[src/rtl/io_input_pkg.sv]
// Shared types and register offsets for the memory-mapped input port.
package io_input_pkg;

  typedef enum logic [1:0] {
    ADD = 2'd0,
    SUB = 2'd1,
    XOR = 2'd2
  } calc_mode_t;

  localparam logic [7:0] IO_SW_OFS   = 8'h00;
  localparam logic [7:0] IO_KEY_OFS  = 8'h10;
  localparam logic [7:0] IO_EV_OFS   = 8'h14;
  localparam logic [7:0] IO_MODE_OFS = 8'h18;

  localparam int NUM_SW  = 10;
  localparam int NUM_KEY = 3;
  localparam int NUM_IN  = NUM_SW + NUM_KEY;

endpackage

[src/rtl/io_debounce.sv]
// One-bit input conditioner: 2-flop synchroniser, optional polarity flip, debounce.
// Debounce counter is built only when IO_INPUT_DEBOUNCE_EN is defined.
module io_debounce #(
  parameter int DEBOUNCE_CYCLES = 16,
  parameter int CNT_W           = $clog2(DEBOUNCE_CYCLES + 1),
  parameter bit RST_VAL         = 1'b0,
  parameter bit INVERT          = 1'b0
) (
  input  logic clock,
  input  logic resetn,
  input  logic raw,
  output logic stable
);

  logic s1, s2, sync;

  always_ff @(posedge clock) begin
    if (!resetn) begin
      s1 <= RST_VAL;
      s2 <= RST_VAL;
    end else begin
      s1 <= raw;
      s2 <= s1;
    end
  end

  // Keys reset to "released" raw level, which inverts to 0 here.
  assign sync = s2 ^ INVERT;

`ifdef IO_INPUT_DEBOUNCE_EN
  logic [CNT_W-1:0] cnt;
  logic             stable_q;

  always_ff @(posedge clock) begin
    if (!resetn) begin
      cnt      <= '0;
      stable_q <= 1'b0;
    end else if (sync == stable_q) begin
      cnt <= '0;
    end else if (cnt == CNT_W'(DEBOUNCE_CYCLES - 1)) begin
      stable_q <= sync;
      cnt      <= '0;
    end else begin
      cnt <= cnt + 1'b1;
    end
  end

  assign stable = stable_q;
`else
  assign stable = sync;
`endif

endmodule

[src/rtl/io_input_port.sv]
// Switch/key input stage for sc_datamem's I/O window: conditioning, press events,
// calculator mode and registered read mux. Debounce enabled by IO_INPUT_DEBOUNCE_EN.
module io_input_port
  import io_input_pkg::*;
#(
  parameter int DEBOUNCE_CYCLES = 16,
  parameter int CNT_W           = $clog2(DEBOUNCE_CYCLES + 1)
) (
  input  logic        clock,
  input  logic        resetn,
  input  logic [9:0]  sw,
  input  logic [3:1]  key,
  input  logic        rd_en,
  input  logic [7:0]  rd_addr,
  output logic [31:0] rdata,
  output logic [9:0]  sw_stable,
  output logic [2:0]  key_pressed,
  output logic [1:0]  mode
);

  logic [NUM_IN-1:0] raw, stable;
  logic [2:0]        key_prev, ev, press;
  logic              ev_clr;
  calc_mode_t        mode_q;

  assign raw = {key, sw};

  for (genvar i = 0; i < NUM_IN; i++) begin : g_db
    io_debounce #(
      .DEBOUNCE_CYCLES(DEBOUNCE_CYCLES),
      .CNT_W          (CNT_W),
      .RST_VAL        (i >= NUM_SW),
      .INVERT         (i >= NUM_SW)
    ) u_db (
      .clock (clock),
      .resetn(resetn),
      .raw   (raw[i]),
      .stable(stable[i])
    );
  end

  assign sw_stable   = stable[NUM_SW-1:0];
  assign key_pressed = stable[NUM_IN-1:NUM_SW];
  assign press       = key_pressed & ~key_prev;
  assign ev_clr      = rd_en && (rd_addr == IO_EV_OFS);

  // A press landing on the clear edge survives the clear.
  always_ff @(posedge clock) begin
    if (!resetn) begin
      key_prev <= '0;
      ev       <= '0;
    end else begin
      key_prev <= key_pressed;
      ev       <= (ev_clr ? 3'b000 : ev) | press;
    end
  end

  always_ff @(posedge clock) begin
    if (!resetn)        mode_q <= ADD;
    else if (press[0])  mode_q <= ADD;
    else if (press[1])  mode_q <= SUB;
    else if (press[2])  mode_q <= XOR;
  end

  assign mode = mode_q;

  always_ff @(posedge clock) begin
    if (!resetn) begin
      rdata <= '0;
    end else if (rd_en) begin
      case (rd_addr)
        IO_SW_OFS:   rdata <= {22'b0, sw_stable};
        IO_KEY_OFS:  rdata <= {29'b0, key_pressed};
        IO_EV_OFS:   rdata <= {29'b0, ev};
        IO_MODE_OFS: rdata <= {30'b0, mode_q};
        default:     rdata <= '0;
      endcase
    end
  end

endmodule

[config.mk]
export PLATFORM = sky130hd
export DESIGN_NAME = io_input_port
export DESIGN_NICKNAME = d
export VERILOG_FILES = /design/src/rtl/io_input_pkg.sv /design/src/rtl/io_debounce.sv /design/src/rtl/io_input_port.sv
export SDC_FILE = /design/constraint.sdc
export NUM_CORES = 1
export LEC_CHECK = 0
export CORE_UTILIZATION = 40
export CTS_BUF_LIST = sky130_fd_sc_hd__clkbuf_2 sky130_fd_sc_hd__clkbuf_4 sky130_fd_sc_hd__clkbuf_8
export DETAILED_ROUTE_END_ITERATION = 6
export MAX_ROUTING_LAYER = met4
export PLACE_DENSITY = 0.78
export SKIP_CTS_REPAIR_TIMING = 1
export SYNTH_ARGS = -nofsm -noshare
export SYNTH_HDL_FRONTEND = slang
export SYNTH_SLANG_ARGS = --single-unit
[constraint.sdc]
create_clock -name clock -period 1.2 [get_ports clock]
set_clock_uncertainty 0.1 [all_clocks]
set_input_delay 0.18 -clock clock [delete_from_list [all_inputs] [get_ports clock]]
set_output_delay 0.18 -clock clock [all_outputs]
set_load 0.01 [all_outputs]
# Word level (Yosys, flattened, before mapping)
# Index checks and enable logic that the tools add are counted.
# totals
ff_bits	66
in_bits	24
out_inout_bits	47
# classes
n_eq_ne	3
muxes	4
bitwise_logic	7
n_reduce_logical	5
# op_table
cell	count
10-bit one-hot mux with 4 select lines	1
8-bit by 5-bit == test with 1-bit output (second input constant)	3
8-bit zero test	1
1-bit inverter	4
3-bit AND	1
3-bit 2-to-1 mux	1
3-bit inverter	1
3-bit OR	1
3-bit OR reduction	1
1-bit 2-to-1 mux	2
2-bit nonzero test	1
2-bit OR reduction	1
1-bit logical AND	1

# Logic depth before layout (Yosys ltp)
# Gate-level depths: netlist of the first run.
# logic_depth
word_depth	4
ltp_mapped	5

# Modules after synthesis
# A second synthesis of the first run with hierarchy kept.
# unflattened
hier_cells	170
hier_area_um2	1751.7
# modules_own_cells
mod	instances	cells_each	area_per_inst_um2	seq_area_each_um2
io_input_port	1	115	1057.3	360.3
io_debounce (g_db[0].u_db ...)	10	4	52.6	40.0
io_debounce (g_db[10].u_db ...)	3	5	56.3	40.0

# Worst setup path after synthesis of the first run
# OpenSTA, ideal clock, no wires.
# synth_timing
kind	in2reg
from	input rd_addr[5]
to	register rdata[3]
arrival_time_ns	0.996
t_required_ns	1.038
slack_ns	0.043
cell_stages	5
path_cell_list	nor4b_4 -> and4b_1 -> buf_6 -> a21oi_2 -> nor2b_2
# synth_between
elab_chain_len	2
word_cells_on_any_way	5
classes_between	eq/ne: 3; mux: 1; reduce/logical: 1
# synth_rtl
item	line	text
start, declared	io_input_port.sv:14	input logic [7:0] rd_addr,
8-bit by 5-bit == test with 1-bit output / 8-bit zero test (equally long branches)	io_input_port.sv:71	case (rd_addr)
10-bit one-hot mux with 4 select lines *	io_input_port.sv:71	
end signal, assigned	io_input_port.sv:72	IO_SW_OFS: rdata <= {22'b0, sw_stable};
end signal, assigned	io_input_port.sv:73	IO_KEY_OFS: rdata <= {29'b0, key_pressed};
end signal, assigned	io_input_port.sv:74	IO_EV_OFS: rdata <= {29'b0, ev};
end, declared	io_input_port.sv:15	output logic [31:0] rdata,
# Every way passes the cells marked *; elsewhere a longest branch is shown, timed or not.
# A chain may end at the register's enable or synchronous reset.

# Worst setup path after layout of the first run
# layout_timing
from	register rdata[0]
to	output rdata[0]
# No word-level cell between the ends.

==> impl_metrics.json, run 1 <==
{
  "place_area_mm2": 0.00231,
  "vias_per_cell": 4.37,
  "final.setup.worst_slack_ns": 0.0800,
  "synthTopCellsByCount": "dfxtp_1 (44), buf_4 (36), and2_1 (20)",
  "synth.yosys.seq_area_share": 0.478,
  "slowest_stage": "dfxtp_1",
  "ant_nets": 0,
  "max_cap_violations": 0,
  "yosysMostFrequentCell": "dfxtp_1",
  "die_height_um": 69.9,
  "syn_area_per_cell_um2": 9.96,
  "min_path_type": "input pin to register",
  "max_freq_ghz": 0.893,
  "fillerInstances": 384,
  "die-area_mm2": 0.00488,
  "synth.distinct_cells": 29,
  "core_mm2": 0.00438,
  "wl_per_cell_um": 11.7,
  "slowest_delay_ns": 0.37,
  "layout_min_cycle_time_ns": 1.12,
  "initial_core_util": 0.420,
  "diodes": 0,
  "numCtsBuffers": 5,
  "syn-cell-area_mm2": 0.00184,
  "place_congestion": 0.824,
  "die_w_um": 69.9,
  "async_flop_share": 0,
  "synth_top_area_frac": 0.478,
  "grt_pass1_vias": 1178,
  "clkLatencyLatePin_ns": 0.30,
  "cp.required_ns": 0.92,
  "grt_first_pass_wirelength_mm": 5.26,
  "dp_hpwl_mm": 2.47,
  "period_share": 0.933,
  "grt_max_degree": 19,
  "num_rows": 24,
  "synthToLayoutAreaGrowth_pct": 37.4,
  "p_leak_nw": 1.55,
  "critPathArrivalTime_ns": 0.84,
  "synth_area_leaders": "dfxtp_1 (48%), buf_4 (15%), and2_1 (6.8%), and2b_2 (3.8%), a21oi_2 (3.3%)",
  "via_count": 1285,
  "worstMarginPinSlew_ns": 0.493,
  "total_power_mw": 2.81,
  "startpoint_type": "register",
  "layout.nets": 265,
  "final-instance-count-excl-fill": 294,
  "io_pins": 71,
  "path_class": "register to output port",
  "synth-edff-count": 0,
  "cts_max_path_buffers": 2,
  "wirelength_mm": 3.43,
  "final_area_mm2": 0.00253,
  "status": "finished clean",
  "synthCells": 185,
  "post-route-util": 0.577,
  "critPathTopFamily": "flip-flops",
  "antenna_found_initial": 0,
  "powerDensity_mw_per_mm2": 1110,
  "cp_max_fo": 3,
  "setup_violations": 0,
  "dp.cells": 284,
  "cts.sinks": 44,
  "grt_usage": 0.142,
  "synthFlopType": "dfxtp_1",
  "maxSlewViolCount": 0,
  "relSlewSlack": 0.667,
  "crit_buf_inv": 1,
  "cts_tree": "yes",
  "layout-drive-gt1-share": 0.227,
  "rsz0062_at_grt": "no",
  "yosys_register_bits": 44,
  "cts_root_buf": "clkbuf_8",
  "path_clk_slew_ns": 0.08,
  "dr.pass1.iters": 4,
  "route.detailed.drc": 0,
  "numPortBuffers": 48,
  "synth_largest_area_cell": "dfxtp_1",
  "place_ws_ns": -0.492,
  "grt_overflow": 0,
  "crit_chain": "dlymetal6s2s_1",
  "ir_drop_mv": 0.601,
  "hold_viol_final": 0,
  "dr.first_iter.drc_count": 137,
  "htree_num_levels": 2,
  "synth_warnings": 0,
  "critical_path.endpoint_type": "output port"
}
## report_power, final
part           switching, mW  internal, mW
logic                  0.137         0.173
clock network          0.459         0.514
registers             0.0194          1.51
total                  0.616          2.20
## cell usage in the layout (no fill, tap or decap), types with 3 or more instances in the layout
cell             synthesis  routed
dlymetal6s2s_1           0      35
nand2_1                  4       4
nand4_1                  3       3
o21ai_0                  5       5
dfxtp_1                 44      44
clkdlybuf4s50_1          0      13
a21oi_2                  7       8
conb_1                   1      22
nor2b_2                  7       8
clkbuf_8                 0       6
and2b_2                  8       8
buf_4                   36      18
a21oi_1                  6       5
nor2b_1                  7       6
and2_1                  20      20
inv_1                    4       4
nor2_1                   7       6
nand2b_1                 6       6
## stage by stage
step                      setup TNS, ns  hold slack (ns)
after floorplan                       0            0.181
after global placement            -9.11            0.290
after detailed placement          -9.00            0.296
after CTS                         -8.95            0.313
after global routing                  0            0.237
final                                 0            0.209
## registers in the layout, summed over array words and instances, names as in the netlist
register	cells
ev	3
g_db.u_db.stable	10
g_db.u_db.s1	13
g_db.u_db.s2	3
rdata	10
mode	2
key_prev	3
## final cells by class
type / instances / area, um2 / area share
sequential: 44 / 881 / 0.348
inverter: 4 / 15.0 / 0.00593
timing repair buffer: 69 / 731 / 0.289
clock buffer: 8 / 97.6 / 0.0386
tap: 52 / 65.1 / 0.0257
multi-input combinational: 117 / 742 / 0.293
## cells by family (layout without fill, tap and decap cells)
kind of cell           count (synthesis)  count (layout)  share of synthesized area
muxes                                  1               1                    0.00543
buffers and inverters                 45              81                      0.169
other                                  1              22                    0.00204
AOI/OAI and AO/OA                     25              25                     0.0931
DFF                                   44              44                      0.478
and+or+nand+nor                       69              69                      0.252
## path summary, 6_finish.rpt
path                      end              from  slack (ns)  depth (start not counted)
max reg2reg          rdata[2]  g_db[12].u_db.s2        0.15                          4
min reg2reg  g_db[12].u_db.s2  g_db[12].u_db.s1        0.32                          1
min                  rdata[0]        rd_addr[1]        0.21                          4
max                  rdata[0]          rdata[0]        0.08                          1
## layer usage
layer	GRT usage	vias to the layer above	part of all wire
li1	-	657	-
met2	0.221	40	0.48
met5	-	-	0
met3	0.0346	10	0.048
met1	0.164	578	0.43
met4	0.0889	0	0.032
## tightest hold or removal path, delay by kind of cell
family | cells | cell delay (ns)
AOI/OAI and AO/OA | 1 | 0.06
and+or+nand+nor | 2 | 0.17
buffers and inverters | 1 | 0.15
Note: power is estimated with default switching activity, not from simulation.
==> inputs of run 2 (changes only) <==
--- a/config.mk
+++ b/config.mk
@@ -5,11 +5,13 @@
 export SDC_FILE = /design/constraint.sdc
 export NUM_CORES = 1
 export LEC_CHECK = 0
-export CORE_UTILIZATION = 40
+export CELL_PAD_IN_SITES_DETAIL_PLACEMENT = 1
+export CELL_PAD_IN_SITES_GLOBAL_PLACEMENT = 1
+export CORE_UTILIZATION = 30
 export CTS_BUF_LIST = sky130_fd_sc_hd__clkbuf_2 sky130_fd_sc_hd__clkbuf_4 sky130_fd_sc_hd__clkbuf_8
 export DETAILED_ROUTE_END_ITERATION = 6
 export MAX_ROUTING_LAYER = met4
-export PLACE_DENSITY = 0.78
+export PLACE_DENSITY = 0.79
 export SKIP_CTS_REPAIR_TIMING = 1
 export SYNTH_ARGS = -nofsm -noshare
 export SYNTH_HDL_FRONTEND = slang
==> run 2 against run 1 <==
Combinational power is 11% higher. Power is 0.65% higher. Via count is 3.3% higher. Sequential share of layout area is 1.5 points lower. Cell count is 10% higher. Fmax is 4.8% lower. Sequential cell count stayed put. Utilization is 13 points lower. Wire length is 15% higher. Largest cell class unchanged. Largest power group unchanged.
==> impl_metrics.json, run 2 (synthesis results as in run 1) <==
{
  "final_cell_mix": "dfxtp_1 (43), dlymetal6s2s_1 (34), buf_4 (26)",
  "clkLatencyLatePin_ns": 0.29,
  "total_power_mw": 2.83,
  "path_clk_slew_ns": 0.08,
  "max_cap_violations": 0,
  "synthToLayoutAreaGrowth_pct": 43.7,
  "multiInputGateArea_um2": 764,
  "ir_drop_mv": 0.426,
  "dr.first_iter.drc_count": 70,
  "die_w_um": 80.4,
  "critPathArrivalTime_ns": 1.26,
  "regArea_um2": 882,
  "layout_min_cycle_time_ns": 1.18,
  "largest_reg_flops": 13,
  "cts_tree": "yes",
  "via_count": 1327,
  "cp_max_fo": 2,
  "period_share": 0.980,
  "grt_first_pass_wirelength_mm": 5.77,
  "hold_viol_final": 0,
  "routed-wl-met2_mm": 2.00,
  "final-instance-count-excl-fill": 324,
  "place_congestion": 0.753,
  "top_layer": "met4",
  "cp.required_ns": 1.28,
  "grt_overflow": 0,
  "core_mm2": 0.00592,
  "htree_num_levels": 2,
  "ant_nets": 0,
  "m1WireLength_mm": 1.73,
  "max_freq_ghz": 0.850,
  "grt_pass1_vias": 1273,
  "antenna_found_initial": 0,
  "route.detailed.drc": 0,
  "critical_path.endpoint_type": "register",
  "numPortBuffers": 48,
  "numCtsBuffers": 5,
  "vias_per_cell": 4.10,
  "min_path_type": "input pin to register",
  "cts_root_buf": "clkbuf_8",
  "path_class": "register to register",
  "met3_length_um": 155,
  "grt_max_degree": 22,
  "final_common_cell": "dfxtp_1",
  "status": "finished clean",
  "powerDensity_mw_per_mm2": 1070,
  "p_leak_nw": 1.58,
  "die-area_mm2": 0.00646,
  "dp_hpwl_mm": 2.82,
  "layout.nets": 273,
  "cts_max_path_buffers": 2,
  "io_pins": 71,
  "place_ws_ns": -0.527,
  "initial_core_util": 0.311,
  "num_rows": 28,
  "wl_per_cell_um": 12.2,
  "maxSlewViolCount": 0,
  "wirelength_mm": 3.95,
  "die_height_um": 80.4,
  "diodes": 0,
  "fillerInstances": 681,
  "final.setup.worst_slack_ns": 0.0240,
  "dr.pass1.iters": 3,
  "cts.sinks": 44,
  "setup_violations": 0,
  "dp.cells": 314,
  "grt_usage": 0.121,
  "layout-drive-gt1-share": 0.269,
  "top_register": "g_db.u_db.s1",
  "startpoint_type": "register"
}
run 2: cell count changes in the layout (fill, tap and decap cells not counted), sizes merged:
cell / previous run / this run
buf: 21 / 29
clkbuf: 8 / 7
clkdlybuf4s50: 13 / 14
dlymetal6s2s: 35 / 34
run 2: path summary, 6_finish.rpt:
path	start	to	slack [ns]	cells after the start
max	g_db[12].u_db.s2	rdata[2]	0.02	5
min	rd_addr[0]	rdata[0]	0.20	4
max reg2reg	g_db[12].u_db.s2	rdata[2]	0.02	5
min reg2reg	g_db[10].u_db.s1	g_db[10].u_db.s2	0.31	1
run 2: area by class of cell:
cell class                      instances  area share
Sequential cell                        44       0.333
Tap cell                               75      0.0355
Timing Repair Buffer                   77       0.300
Clock buffer                            7      0.0364
Multi-Input combinational cell        117       0.289
Inverter                                4     0.00567
run 2: per-stage QoR:
stage,util,hold slack (ns),cell area (um2),setup TNS [ns]
4_1_cts,0.421,0.311,2490,-9.53
3_3_place_gp,0.404,0.290,2390,-9.50
5_1_grt,0.447,0.212,2650,-0.0466
6_report,0.447,0.201,2650,0
2_1_floorplan,-,0.181,1920,0
3_5_place_dp,0.404,0.293,2390,-9.55
run 2: worst max-delay path, stage by stage, from the launching register on:
cell,delay (ns)
dfxtp_2,0.34
inv_1,0.06
buf_4,0.13
mux2i_2,0.14
o21ai_1,0.10
a22o_1,0.21
run 2: layer usage:
layer,vias to the layer above,GRT usage
li1,665,-
met1,619,0.139
met2,38,0.201
met3,5,0.0216
met4,0,0.0589
met5,-,-
run 2: power breakdown:
part / internal (mW) / switching [mW] / total, mW
Combinational: 0.193 / 0.150 / 0.343
Sequential: 1.51 / 0.0196 / 1.53
Clock: 0.512 / 0.447 / 0.959
Total: 2.22 / 0.617 / 2.83
==> inputs of run 3 (changes only) <==
--- a/config.mk
+++ b/config.mk
@@ -7,11 +7,11 @@
 export LEC_CHECK = 0
 export CELL_PAD_IN_SITES_DETAIL_PLACEMENT = 1
 export CELL_PAD_IN_SITES_GLOBAL_PLACEMENT = 1
-export CORE_UTILIZATION = 30
-export CTS_BUF_LIST = sky130_fd_sc_hd__clkbuf_2 sky130_fd_sc_hd__clkbuf_4 sky130_fd_sc_hd__clkbuf_8
+export CORE_UTILIZATION = 29
+export CTS_BUF_LIST = sky130_fd_sc_hd__clkbuf_16
 export DETAILED_ROUTE_END_ITERATION = 6
 export MAX_ROUTING_LAYER = met4
-export PLACE_DENSITY = 0.79
+export PLACE_DENSITY = 0.77
 export SKIP_CTS_REPAIR_TIMING = 1
 export SYNTH_ARGS = -nofsm -noshare
 export SYNTH_HDL_FRONTEND = slang
==> run 3 against run 2 <==
Clock power increased by 29%. Die area grew 3.4%. Fmax grew 4.1%. Critical path depth fell by 3. Clock-buffer cell count down 2. Critical endpoint is now key_pressed[2]. Largest power group unchanged. Wire length decreased by 0.89%. Sequential power about the same. Setup slack improved by 0.046 ns. Non-clock buffer count is 2 lower. Sequential cell count did not move. Power rose by 9.5%. Hold slack gained 0.0074 ns.
==> impl_metrics.json, run 3 (synthesis results as in run 1) <==
{
  "final_cell_mix": "dfxtp_1 (44), dlymetal6s2s_1 (32), buf_4 (24)",
  "hold_ws_ns": 0.208,
  "critPathArrivalTime_ns": 0.85,
  "crit_chain": "inv_1, dlymetal6s2s_1",
  "switching_power_mw": 0.659,
  "via_count": 1335,
  "switching_share": 0.213,
  "path_clk_slew_ns": 0.06,
  "grt_first_pass_wirelength_mm": 5.78,
  "io_pins": 71,
  "slowest_stage": "dfxtp_1",
  "initial_core_util": 0.306,
  "ant_nets": 0,
  "diodes": 0,
  "min_path_type": "input pin to register",
  "grt_overflow": 0,
  "htree_num_levels": 2,
  "cp-endpoint": "key_pressed[2]",
  "layout.nets": 271,
  "setup_violations": 0,
  "dp_hpwl_mm": 2.83,
  "powerDensity_mw_per_mm2": 1180,
  "timing.rr.end": "rdata[2]",
  "grt_max_degree": 26,
  "antenna_found_initial": 0,
  "path_class": "register to output port",
  "numPortBuffers": 48,
  "dp.cells": 312,
  "top_register": "g_db.u_db.s1",
  "cts_max_path_buffers": 2,
  "largest_reg_flops": 13,
  "period_share": 0.941,
  "final_common_cell": "dfxtp_1",
  "wl_per_cell_um": 12.2,
  "die-area_mm2": 0.00667,
  "route.detailed.drc": 0,
  "cts.sinks": 44,
  "layout-drive-gt1-share": 0.251,
  "wirelength_mm": 3.92,
  "clock_power_share": 0.400,
  "grt_usage": 0.119,
  "clkLatencyLatePin_ns": 0.27,
  "maxSlewViolCount": 0,
  "cp.required_ns": 0.92,
  "critical_path.endpoint_type": "output port",
  "setup_tns_ns": 0,
  "fillerInstances": 685,
  "max_cap_violations": 0,
  "num_rows": 28,
  "dr.pass1.iters": 4,
  "post-route-util": 0.438,
  "max_freq_ghz": 0.885,
  "place_congestion": 0.758,
  "comb_power_share": 0.106,
  "cts_root_buf": "clkbuf_16",
  "pwr-share-seq": 0.494,
  "vias_per_cell": 4.15,
  "startpoint_type": "register",
  "final-instance-count-excl-fill": 322,
  "layout_min_cycle_time_ns": 1.13,
  "reg2reg_slack_ns": 0.10,
  "hold_viol_final": 0,
  "numCtsBuffers": 5,
  "dr.first_iter.drc_count": 76,
  "startpoint": "g_db[12].u_db.s2",
  "status": "finished clean",
  "die_height_um": 81.7,
  "reg2reg_depth": 4,
  "p_leak_nw": 1.58,
  "grt_pass1_vias": 1236,
  "rr_startpoint": "g_db[12].u_db.s2",
  "cp_max_fo": 2,
  "slowest_delay_ns": 0.34,
  "internal-power_mw": 2.44,
  "synthToLayoutAreaGrowth_pct": 43.1,
  "die_w_um": 81.7,
  "ir_drop_mv": 0.470,
  "core_mm2": 0.00603,
  "cts_tree": "yes"
}
==> run 3: changes by cell type in the layout (fill, tap and decap cells not counted), sizes merged <==
cell,change
buf,-2
dlymetal6s2s,-2
clkinv,+1
inv,+1
==> run 3: how the worst min path moves through the flow <==
stage / from / endpoint / slack [ns] / depth (start not counted)
final: rd_addr[1] / rdata[1] / 0.21 / 4
after global routing: rd_addr[0] / rdata[1] / 0.22 / 4
after CTS: g_db[10].u_db.s1 / g_db[10].u_db.s2 / 0.31 / 1
after detailed placement: g_db[10].u_db.s1 / g_db[10].u_db.s2 / 0.30 / 1
after global placement: g_db[12].u_db.s1 / g_db[12].u_db.s2 / 0.29 / 1
after floorplan: key[1] / g_db[10].u_db.s1 / 0.18 / 1
==> run 3: critical path: cells and delay by family (launching register included) <==
kind                   cells  cell delay, ns
buffers and inverters      2            0.24
flip-flops                 1            0.34
==> run 3: per-stage QoR <==
step	power [mW]	area [um2]	worst slack (ns)
after global placement	1.88	2380	-0.496
after CTS	3.14	2510	-0.297
after global routing	3.24	2640	-0.0397
after detailed placement	1.89	2380	-0.514
final	3.10	2640	0.0702
after floorplan	1.77	1920	0.0425
==> run 3: layout make-up <==
type / instances / area (um2) / area share
flip-flops and latches: 44 / 881 / 0.334
repair buffers: 75 / 764 / 0.290
multi-input cells: 117 / 748 / 0.284
clock buffers: 5 / 125 / 0.0475
well taps: 75 / 93.8 / 0.0356
inverters: 4 / 15.0 / 0.00570
clock inverters: 2 / 8.76 / 0.00332
==> run 3: power groups by stage <==
stage          Combinational, mW  Sequential [mW]  Clock [mW]
2_1_floorplan              0.204             1.56           0
3_3_place_gp               0.317             1.56           0
3_5_place_dp               0.321             1.57           0
4_1_cts                    0.325             1.53        1.28
5_1_grt                    0.359             1.54        1.34
6_report                   0.327             1.53        1.24
==> run 3: routing by layer <==
metal | share of wire | track usage | vias up
met3 | 0.053 | 0.0322 | 2
met2 | 0.51 | 0.195 | 43
met5 | 0 | - | -
met1 | 0.43 | 0.139 | 625
met4 | 0.0089 | 0.0439 | 0
li1 | - | - | 665
